## config.mk

```make
export PLATFORM = sky130hd
export DESIGN_NAME = irq_latch_ctrl
export DESIGN_NICKNAME = d
export VERILOG_FILES = /design/src/rtl/irq_pkg.sv /design/src/rtl/pe.sv /design/src/rtl/irq_latch_ctrl.sv
export SDC_FILE = /design/constraint.sdc
export NUM_CORES = 1
export LEC_CHECK = 0
export BUFFER_PORTS_ARGS = -buffer_cell sky130_fd_sc_hd__buf_4
export CELL_PAD_IN_SITES_DETAIL_PLACEMENT = 0
export CELL_PAD_IN_SITES_GLOBAL_PLACEMENT = 1
export CORE_MARGIN = 4
export CORE_UTILIZATION = 40
export DETAILED_ROUTE_END_ITERATION = 10
export PLACE_DENSITY_LB_ADDON = 0.2
export SLEW_MARGIN = 20
export SYNTH_ARGS = -nofsm -noshare
export SYNTH_HDL_FRONTEND = slang
export SYNTH_SLANG_ARGS = --single-unit
```

## constraint.sdc

```tcl
create_clock -name clk -period 2.3 [get_ports clk]
set_clock_uncertainty 0.2 [all_clocks]
set_input_delay 0.345 -clock clk [delete_from_list [all_inputs] [get_ports clk]]
set_output_delay 0.345 -clock clk [all_outputs]
set_load 0.01 [all_outputs]
```

## src/rtl/irq_pkg.sv

```systemverilog
// Shared definitions for the interrupt latch front-end: widths, FSM encoding
// and the index-to-one-hot helper used when retiring a served request.
package irq_pkg;

  localparam int unsigned N   = 8;
  localparam int unsigned IDW = 3;

  typedef enum logic {
    StIdle   = 1'b0,
    StAssert = 1'b1
  } state_e;

  function automatic logic [N-1:0] idx_onehot(input logic [IDW-1:0] idx);
    return N'(1) << idx;
  endfunction

endpackage

```

## src/rtl/pe.sv

```systemverilog
// 8-to-3 priority encoder: the highest set input bit wins; all-zero input yields 0.
module pe (
  input  logic [7:0] in,
  output logic [2:0] out
);

  always_comb begin
    out = 3'd0;
    for (int i = 0; i < 8; i++) begin
      if (in[i]) out = 3'(i);
    end
  end

endmodule

```

## src/rtl/irq_latch_ctrl.sv

```systemverilog
// Interrupt front-end: edge-detects request lines into sticky pending bits, arbitrates
// the unmasked ones through `pe` and holds the winner on a valid/ack handshake.
module irq_latch_ctrl
  import irq_pkg::*;
(
  input  logic           clk,
  input  logic           rst,
  input  logic [N-1:0]   irq_in,
  input  logic [N-1:0]   irq_mask,
  input  logic           irq_ack,
  input  logic           ovr_clr,
  output logic           irq_valid,
  output logic [IDW-1:0] irq_id,
  output logic [N-1:0]   pending,
  output logic [N-1:0]   overrun
);

  logic [N-1:0]   r_irq_prev;
  logic [N-1:0]   r_pending;
  logic [N-1:0]   r_overrun;
  state_e         r_state;
  logic           r_valid;
  logic [IDW-1:0] r_id;

  logic [N-1:0]   w_rise;
  logic           w_ack;
  logic [N-1:0]   w_clr;
  logic [N-1:0]   w_pending_d;
  logic [N-1:0]   w_ovr_set;
  logic [N-1:0]   w_overrun_d;
  logic [N-1:0]   w_masked;
  logic [IDW-1:0] w_pe_out;
  state_e         w_state_d;
  logic           w_valid_d;
  logic [IDW-1:0] w_id_d;

  pe u_pe (
    .in  (w_masked),
    .out (w_pe_out)
  );

  // A rise on the bit being retired this cycle re-arms it rather than counting as overrun.
  always_comb begin
    w_rise      = irq_in & ~r_irq_prev;
    w_ack       = (r_state == StAssert) & irq_ack;
    w_clr       = w_ack ? idx_onehot(r_id) : '0;
    w_pending_d = (r_pending & ~w_clr) | w_rise;
    w_ovr_set   = w_rise & r_pending & ~w_clr;
    w_overrun_d = (ovr_clr ? '0 : r_overrun) | w_ovr_set;
    w_masked    = r_pending & ~irq_mask;
  end

  always_comb begin
    w_state_d = r_state;
    w_valid_d = r_valid;
    w_id_d    = r_id;
    unique case (r_state)
      StIdle: begin
        if (w_masked != '0) begin
          w_state_d = StAssert;
          w_valid_d = 1'b1;
          w_id_d    = w_pe_out;
        end
      end
      StAssert: begin
        if (irq_ack) begin
          w_state_d = StIdle;
          w_valid_d = 1'b0;
        end
      end
      default: begin
        w_state_d = StIdle;
        w_valid_d = 1'b0;
      end
    endcase
  end

  always_ff @(posedge clk or posedge rst) begin
    if (rst) begin
      r_irq_prev <= '0;
      r_pending  <= '0;
      r_overrun  <= '0;
      r_state    <= StIdle;
      r_valid    <= 1'b0;
      r_id       <= '0;
    end else begin
      r_irq_prev <= irq_in;
      r_pending  <= w_pending_d;
      r_overrun  <= w_overrun_d;
      r_state    <= w_state_d;
      r_valid    <= w_valid_d;
      r_id       <= w_id_d;
    end
  end

  assign irq_valid = r_valid;
  assign irq_id    = r_id;
  assign pending   = r_pending;
  assign overrun   = r_overrun;

endmodule
```

==> key figures, run 1 <==
Status
  – Outcome: finished clean

Clock network
  – CTS clk-pin slew, worst paths: approximately 100 ps
  – Clock root cell: clkbuf_4
  – Longest Clk Path Bufs: 2
  – CTS buffer count: 5
  – Setup repair bufs after CTS: 0
  – Post-cts resize count: 0
  – CTS Sinks: 29
  – H-tree depth: 2
  – Worst-Skew Late Latency: between 300 and 400 ps
  – CTS tree: yes

Synthesis
  – XOR/XNOR Fraction of Synth Area: 0
  – Post-synthesis cell area: about 1200 µm²
  – Sequential element share of the synthesized area: 0.616
  – Main combinational cell family by area after synthesis: simple AND/OR/NAND/NOR gates
  – Synth Area in Compound Gates: 0.156
  – Multiplexer area fraction after synthesis: 0.0191
  – Cells after Synth: 102
  – Synth Net Count: ~120
  – Synth warn: 0
  – Average cell area after synthesis: 11.6 µm²
  – Yosys reg bits: 29
  – Synth Area in Adders: 0
  – Post-Synth Simple-Gate Area: 0.171
  – Count of different cell masters after synthesis: 20

STA
  – Worst slew margin: 0.759
  – Setup violations, final: 0
  – Worst setup margin: between 500 and 600 ps
  – Max Clock Freq: about 0.59 GHz
  – RSZ-0062 raised after global routing: no
  – Final hold violation count: 0
  – Final Max Slew Viols: 0
  – Final min period: 1710 ps
  – Setup tns final: 0 ps
  – Worst hold slack: between 100 and 150 ps
  – Tcrit/Tclk final: 0.741
  – Slew @ Worst Pin: 361 ps

Global routing
  – Largest net degree at the start of global routing: 30
  – Initial antenna violation count: 0
  – Met2 Use GR: 0.232
  – Met3 usage: 0.0775
  – All-Layer GR Usage: 0.153
  – Most used routing layer in global routing: met2
  – GRT overflow: 0
  – First-pass GRT wire length: approximately 4.7 mm
  – Grt met1 use: 0.187
  – Number of global-route vias before repair: roughly 1,000

Final layout
  – Area Overhead vs Synth: 41.3%
  – Ant diodes: 0
  – Fin util: 0.599
  – Commonest cells after routing, fill and taps aside: 40 x buf_4, 29 x dfrtp_1, 12 x nand2b_1
  – Final Instance Area: approximately 1700 µm²
  – Nets: 178
  – Share of layout cells above drive strength 1: 0.340
  – Commonest non-fill, non-tap cell in the layout: buf_4

Run
  – Max-cap violations: 0

Power
  – Comb pwr share: 0.357
  – Proportion of power drawn by the clock network: 0.179
  – Switching Fraction: 0.346
  – Max IR drop VDD: approximately 710 µV
  – Sequential power share: 0.465
  – Pwr dens: 967 nW/µm²
  – Switching power: between 0.0005 and 0.0006 W
  – Lkg Pwr: 0.759 nW
  – Pint: 0.00105 W

Floorplan
  – Rows: 19
  – Starting Density: 0.424
  – Core Area: 2780 µm²
  – Die X: 62.3 µm
  – Die Area: 3880 µm²
  – Die height: 62.3 µm
  – Io pins: 40

Placement
  – Setup WS pre-CTS: 520 ps
  – Detail Placement HPWL: 1.94 mm
  – Placed cell area: 1510 µm²
  – Port buffer count: 39
  – GP Congestion: about 0.73

Critical path
  – Crit-path max FO: 4
  – CP Capture Type: register
  – Worst Setup Path Type: reg2reg
  – Crit path DAT: about 1700 ps
  – Critical path data required time: 2320 ps
  – Critical Path Source Type: register

Detailed routing
  – Iteration-0 DRC Markers: 15
  – DRC Markers: 0
  – Total number of vias: 925
  – Via density: 4.87
  – Post-detailed-route count of antenna-violating nets: 0
  – DRT Pass-1 Iters: 4
  – Routed WL: 2.66 mm
  – Avg WL per Cell: 14.0 µm

Hold path
  – Hold/Removal Path Class: in2reg
[registers in the layout, indices dropped and copies added (netlist names)]
name / flops
irq_valid: 1
overrun: 8
pending: 8
r_state: 1
irq_id: 3
r_irq_prev: 8
[synth_stat cells, drive strengths merged]
library cell | number | area (µm²)
dfrtp | 29 | 726
nand2b | 12 | 75.1
inv | 11 | 41.3
nand2 | 9 | 33.8
o21ai | 8 | 40.0
o22ai | 8 | 50.1
nor2b | 7 | 51.3
o31ai | 4 | 30.0
a21oi | 3 | 18.8
mux2 | 2 | 22.5
nor2 | 2 | 7.51
a2111oi | 1 | 27.5
a21o | 1 | 8.76
a2bb2oi | 1 | 8.76
buf | 1 | 3.75
nand3 | 1 | 5.00
nand3b | 1 | 7.51
nor4 | 1 | 21.3
[path summary, 6_finish.rpt]
| check | start | to | slack (ps) | cells after the start |
|---|---|---|---|---|
| setup / recovery | pending[4]$_DFF_PP0_ | irq_id[1]$_DFFE_PP0P_ | 590 | 4 |
| hold reg to reg | r_irq_prev[1]$_DFF_PP0_ | pending[1]$_DFF_PP0_ | 310 | 2 |
| hold / removal | ovr_clr | overrun[4]$_DFF_PP0_ | 100 | 2 |
| min in group asynchronous | rst | overrun[4]$_DFF_PP0_ | 440 | 4 |
| max in group asynchronous | rst | overrun[1]$_DFF_PP0_ | 1190 | 4 |
| setup reg to reg | pending[4]$_DFF_PP0_ | irq_id[1]$_DFFE_PP0P_ | 590 | 4 |
[power by group through the flow]
stage          Sequential [W]  Combinational [W]  Clock [W]
6_report             0.000748           0.000574   0.000287
5_1_grt              0.000772           0.000631   0.000330
4_1_cts              0.000751           0.000584   0.000299
3_5_place_dp         0.000760           0.000568          0
3_3_place_gp         0.000755           0.000562          0
2_1_floorplan        0.000784           0.000264          0
[area by class of cell]
class | count | area, µm²
Multi-Input combinational cell | 61 | 408
Sequential cell | 29 | 726
Tap cell | 31 | 38.8
Inverter | 11 | 41.3
Clock inverter | 2 | 10.0
Fill cell | 252 | 1120
Timing Repair Buffer | 50 | 400
Clock buffer | 6 | 41.3
[per-layer routing]
metal,wire (µm),part of all wire,up-vias
met5,0,0,-
met1,1110,0.42,436
met3,221,0.083,2
li1,-,-,456
met2,1310,0.49,31
met4,17,0.0064,0
[repair_timing]
item,CTS,global route
hold buffers,10,0
endpoints found under the setup margin,0,0
endpoints found under the hold margin,38,0
[per-stage QoR]
stage	instances	power, W
global route	190	0.00173
CTS	190	0.00163
detailed placement	172	0.00133
floorplan	102	0.00105
global placement	172	0.00132
finish	190	0.00161
[critical path: stages, from the launching register on]
cell and delay (ps):
dfrtp_1 380, nor2b_1 340, nor4_4 100, a21oi_2 230, mux2_2 360
[cell families (layout without fill, tap and decap cells)]
group,Yosys count,in the layout
AOI/OAI and AO/OA,26,26
buffers and inverters,12,69
DFF,29,29
and+or+nand+nor,33,33
muxes,2,2
Note: power is estimated with default switching activity, not from simulation.
==> run 2, diff against run 1 <==
Settings changed: CORE_UTILIZATION 40 to 37.
Clock period 2.3 ns to 1.65 ns, I/O delays scaled along.
==> run 2 against run 1 <==
Sequential power up 38%. Worst setup slack worse by 580 ps. Wire length unchanged. Design area up 6.6%. Combinational power up 58%. Sequential share of layout area down 2.7 points. Final cell count up 11%. Clock-buffer cell count up 1. Register-to-register slack worse by 580 ps. Critical path type unchanged.
==> key figures, run 2 (synthesis gave the netlist of run 1 again) <==
Clock network
  – CTS clk-pin slew, worst paths: 80 ps
  – CTS tree: yes
  – Worst-Skew Late Latency: roughly 320 ps
  – Longest Clk Path Bufs: 2
  – CTS buffer count: 5
  – CTS Sinks: 29
  – H-tree depth: 2
  – Clock root cell: clkbuf_4

STA
  – Tcrit/Tclk final: 0.989
  – Max Clock Freq: 0.613 GHz
  – Final hold violation count: 0
  – Slew @ Worst Pin: between 300 and 400 ps
  – Worst hold slack: ~180 ps
  – Final Max Slew Viols: 0
  – Worst slew margin: 0.761
  – Final min period: approximately 1600 ps
  – Setup violations, final: 0
  – RSZ-0062 raised after global routing: yes

Critical path
  – Critical Path Source Type: register
  – R2R Path Start: pending[1]$_DFF_PP0_
  – CP Capture Type: register
  – Worst Setup Path Type: reg2reg
  – R2r endpoint: irq_id[0]$_DFFE_PP0P_
  – R2r setup slk: 20 ps
  – R2r worst-path depth: 4
  – Crit path DAT: 1640 ps
  – Critical path data required time: 1660 ps
  – Crit-path max FO: 4

Detailed routing
  – DRC Markers: 0
  – DRT Pass-1 Iters: 4
  – Via density: 4.53
  – Routed WL: about 2.7 mm
  – Avg WL per Cell: between 10 and 15 µm
  – Total number of vias: 955
  – Post-detailed-route count of antenna-violating nets: 0
  – Iteration-0 DRC Markers: 21

Final layout
  – Share of layout cells above drive strength 1: 0.401
  – Fin util: 0.582
  – Area Overhead vs Synth: 50.6%
  – Area of the multi-input gates: 428 µm²
  – Commonest non-fill, non-tap cell in the layout: buf_4
  – Register area: 726 µm²
  – Ant diodes: 0
  – Final Instance Area: 1780 µm²
  – Commonest cells after routing, fill and taps aside: 48 x buf_4, 29 x dfrtp_1, 12 x nand2b_1
  – Nets: 187
  – Fill cell count: ~290

Global routing
  – Initial antenna violation count: 0
  – Largest net degree at the start of global routing: 30
  – GRT overflow: 0
  – All-Layer GR Usage: 0.150
  – Number of global-route vias before repair: 1,021
  – First-pass GRT wire length: roughly 4.6 mm

Power
  – Lkg Pwr: 0.818 nW
  – Max IR drop VDD: 603 µV
  – Pwr dens: 1330 nW/µm²

Placement
  – GP Congestion: 0.764
  – Port buffer count: 39
  – Detail Placement HPWL: 1.98 mm
  – Placed cell area: ~1600 µm²

Floorplan
  – Die X: approximately 64 µm
  – Core Area: 3050 µm²
  – Rows: 20
  – Die Area: 4150 µm²
  – Starting Density: 0.386
  – Die height: 64.4 µm
  – Io pins: 40

Hold path
  – Hold/Removal Path Class: in2reg
  – Hold Path Sink: irq_id[2]$_DFFE_PP0P_
  – HP Start: irq_mask[6]
  – Hold depth: 4

Status
  – Outcome: finished clean

Run
  – Max-cap violations: 0
run 2: worst max-delay path by stage:
stage / start / end / slack [ps] / cells after the start
after CTS: pending[3]$_DFF_PP0_ / irq_id[0]$_DFFE_PP0P_ / 20 / 4
after floorplan: pending[4]$_DFF_PP0_ / irq_id[0]$_DFFE_PP0P_ / 20 / 4
after global routing: pending[1]$_DFF_PP0_ / irq_id[0]$_DFFE_PP0P_ / -50 / 4
after detailed placement: pending[4]$_DFF_PP0_ / irq_id[0]$_DFFE_PP0P_ / -2 / 4
after global placement: irq_mask[7] / irq_id[0]$_DFFE_PP0P_ / 30 / 5
final: pending[1]$_DFF_PP0_ / irq_id[0]$_DFFE_PP0P_ / 20 / 4
run 2: critical path, cell delays in order (launching register included):
cell       delay [ps]
dfrtp_1           400
nor2b_4           150
a2111oi_4         350
a21oi_2           140
mux2_2            280
run 2: per-stage QoR:
stage / std cells / worst slack (ps) / power (W) / setup TNS [ps]
after detailed placement: 191 / -1.77 / 0.00192 / -1.77
after global placement: 191 / 29.5 / 0.00190 / 0
after CTS: 209 / 21.0 / 0.00237 / 0
after floorplan: 102 / 19.6 / 0.00146 / 0
after global routing: 211 / -52.4 / 0.00255 / -84.4
final: 211 / 18.5 / 0.00235 / 0
run 2: cell type report:
type	count	area share
Sequential cell	29	0.409
Timing Repair Buffer	59	0.265
Multi-Input combinational cell	61	0.241
Clock buffer	7	0.0310
Tap cell	44	0.0310
Inverter	11	0.0233
run 2: layer usage:
metal / GRT usage / wire [µm] / up-vias
li1: - / - / 474
met3: 0.0589 / 183 / 6
met4: 0.0633 / 53 / 0
met2: 0.222 / 1250 / 29
met5: 0 / 0 / -
met1: 0.195 / 1170 / 446
run 2: what timing repair did:
action | 4_1_cts | 5_1_grt
endpoints found under the setup margin | 1 | 2
buffers inserted | 0 | 2
gates resized for setup | 4 | 3
hold buffers | 11 | 0
endpoints found under the hold margin | 49 | 0
pin swaps | 0 | 2
run 2: power breakdown:
part           internal (W)  switching [W]  total, W
logic              0.000499       0.000410  0.000909
registers          0.000882       0.000148   0.00103
clock network      0.000201       0.000216  0.000416
==> run 3, diff against run 2 <==
Settings changed: CTS_BUF_LIST set to sky130_fd_sc_hd__clkbuf_8 sky130_fd_sc_hd__clkbuf_16.
==> run 3 against run 2 <==
Die area unchanged. Critical path depth unchanged. Non-clock buffer count down 1. Wire length increased by 0.19%. Clock-buffer cell count is 1 lower. Sequential share of layout area shrank 0.60 points. Via count increased by 0.42%. Largest power group unchanged. Sequential cell count is the same. Critical endpoint unchanged. Final cell count shrank 0.47%. Combinational power grew 0.8%. Register-to-register slack is essentially flat.
==> key figures, run 3 (synthesis gave the netlist of run 1 again) <==
Status
  – Outcome: finished clean

Global routing
  – Largest net degree at the start of global routing: 30
  – First-pass GRT wire length: between 4 and 5 mm
  – Initial antenna violation count: 0
  – All-Layer GR Usage: 0.151
  – Number of global-route vias before repair: slightly above 1,000
  – GRT overflow: 0

Detailed routing
  – Iteration-0 DRC Markers: 21
  – Total number of vias: 959
  – Post-detailed-route count of antenna-violating nets: 0
  – Routed WL: 2.66 mm
  – Avg WL per Cell: 12.7 µm
  – DRC Markers: 0
  – DRT Pass-1 Iters: 4
  – Via density: 4.57

Placement
  – Dpl cells: about 190
  – Port buffer count: 39
  – GP Congestion: around 0.76
  – Placed cell area: 1580 µm²
  – Detail Placement HPWL: 1.98 mm

Clock network
  – CTS clk-pin slew, worst paths: around 60 ps
  – Longest Clk Path Bufs: 2
  – CTS buffer count: 5
  – Clock root cell: clkbuf_8
  – CTS Sinks: 29
  – H-tree depth: 2
  – CTS tree: yes
  – Worst-Skew Late Latency: 270 ps

Final layout
  – Area of the multi-input gates: 433 µm²
  – Final Instance Area: 1800 µm²
  – Area Overhead vs Synth: 52.9%
  – Fill cell count: 279
  – Register area: 726 µm²
  – Ant diodes: 0
  – Commonest non-fill, non-tap cell in the layout: buf_4
  – Nets: 186
  – Commonest cells after routing, fill and taps aside: 48 x buf_4, 29 x dfrtp_1, 12 x inv_1, 12 x nand2b_1, 10 x dlygate4sd3_1
  – Share of layout cells above drive strength 1: 0.410
  – Fin util: 0.590
  – Post-Layout Cell Count: 210

Critical path
  – Crit-path cells: nor2b_4 > a2111oi_4 > a21oi_2 > mux2_2
  – Critical path data required time: 1610 ps
  – R2R Path Start: pending[1]$_DFF_PP0_
  – Crit path DAT: 1590 ps
  – CP max stage delay: 390 ps
  – Slowest CP cell: dfrtp_1
  – Setup crit start: pending[1]$_DFF_PP0_
  – Worst Setup Path Type: reg2reg
  – CP Capture Type: register
  – Critical Path Source Type: register
  – Crit-path max FO: 4

Run
  – Max-cap violations: 0

Power
  – Proportion of power drawn by the clock network: 0.222
  – Max IR drop VDD: 627 µV
  – Switching power: 0.000802 W
  – Pint: 0.00171 W
  – Lkg Pwr: 0.832 nW
  – Sequential power share: 0.413
  – Comb pwr share: 0.365
  – Switching Fraction: 0.320
  – Pwr dens: approximately 1400 nW/µm²

STA
  – Slew @ Worst Pin: 353 ps
  – Setup tns final: 0 ps
  – Final Max Slew Viols: 0
  – Max Clock Freq: 0.613 GHz
  – RSZ-0062 raised after global routing: yes
  – Final min period: ~1600 ps
  – Tcrit/Tclk final: 0.988
  – Final hold violation count: 0
  – Setup violations, final: 0
  – Worst slew margin: 0.764

Floorplan
  – Starting Density: 0.386
  – Rows: 20
  – Die height: between 60 and 70 µm
  – Core Area: a little over 3000 µm²
  – Io pins: 40
  – Die X: between 60 and 70 µm
  – Die Area: 4150 µm²

Hold path
  – HP Start: ovr_clr
  – Hold/Removal Path Class: in2reg
run 3: cell count changes in the layout (fill, tap and decap cells not counted), sizes merged:
cell         change
clkbuf           -1
inv              +1
dlygate4sd3      -1
run 3: power groups by stage:
| stage | sequential [W] | combinational (W) | clock (W) |
|---|---|---|---|
| after floorplan | 0.00109 | 0.000368 | 0 |
| after global placement | 0.00104 | 0.000862 | 0 |
| after detailed placement | 0.00104 | 0.000874 | 0 |
| after CTS | 0.00103 | 0.000902 | 0.000578 |
| after global routing | 0.00107 | 0.00101 | 0.000622 |
| final | 0.00104 | 0.000916 | 0.000558 |
run 3: path summary, 6_finish.rpt:
path | slack (ps) | endpoint | cells past startpoint
hold reg to reg | 320 | pending[7]$_DFF_PP0_ | 2
min in group asynchronous | 390 | overrun[4]$_DFF_PP0_ | 4
setup reg to reg | 20 | irq_id[0]$_DFFE_PP0P_ | 4
setup / recovery | 20 | irq_id[0]$_DFFE_PP0P_ | 4
max in group asynchronous | 590 | irq_id[2]$_DFFE_PP0P_ | 4
hold / removal | 50 | overrun[5]$_DFF_PP0_ | 2
run 3: cell type report:
cell class                      instances  share of cell area
Inverter                               11              0.0229
Timing Repair Buffer                   58               0.256
Clock buffer                            6              0.0458
Tap cell                               44              0.0306
Clock inverter                          1             0.00208
Sequential cell                        29               0.403
Multi-Input combinational cell         61               0.240
run 3: what timing repair did:
item	CTS	global route
gates cloned	0	0
hold buffers	10	0
hold endpoints to repair	38	0
gates resized for setup	4	6
endpoints found under the setup margin	1	5
buffers inserted	0	2
pin swaps	0	2
run 3: critical path: cells and delay by family (launching register included):
kind | cells | cell delay (ps)
compound gates | 2 | 490
mux | 1 | 280
flops | 1 | 390
simple gates | 1 | 150
run 3: per-layer routing:
metal	track usage	vias to the layer above	share of wire
met5	0	-	0
met1	0.194	451	0.44
li1	-	471	-
met3	0.0641	6	0.072
met4	0.0633	0	0.019
met2	0.223	31	0.47
run 3: stage by stage:
step	hold WS (ps)	setup WS, ps	power, W
after CTS	49.1	24.0	0.00251
after detailed placement	147	-1.77	0.00192
after global placement	139	29.5	0.00190
after floorplan	78.9	19.6	0.00146
after global routing	52.7	-47.1	0.00271
final	53.0	19.7	0.00251
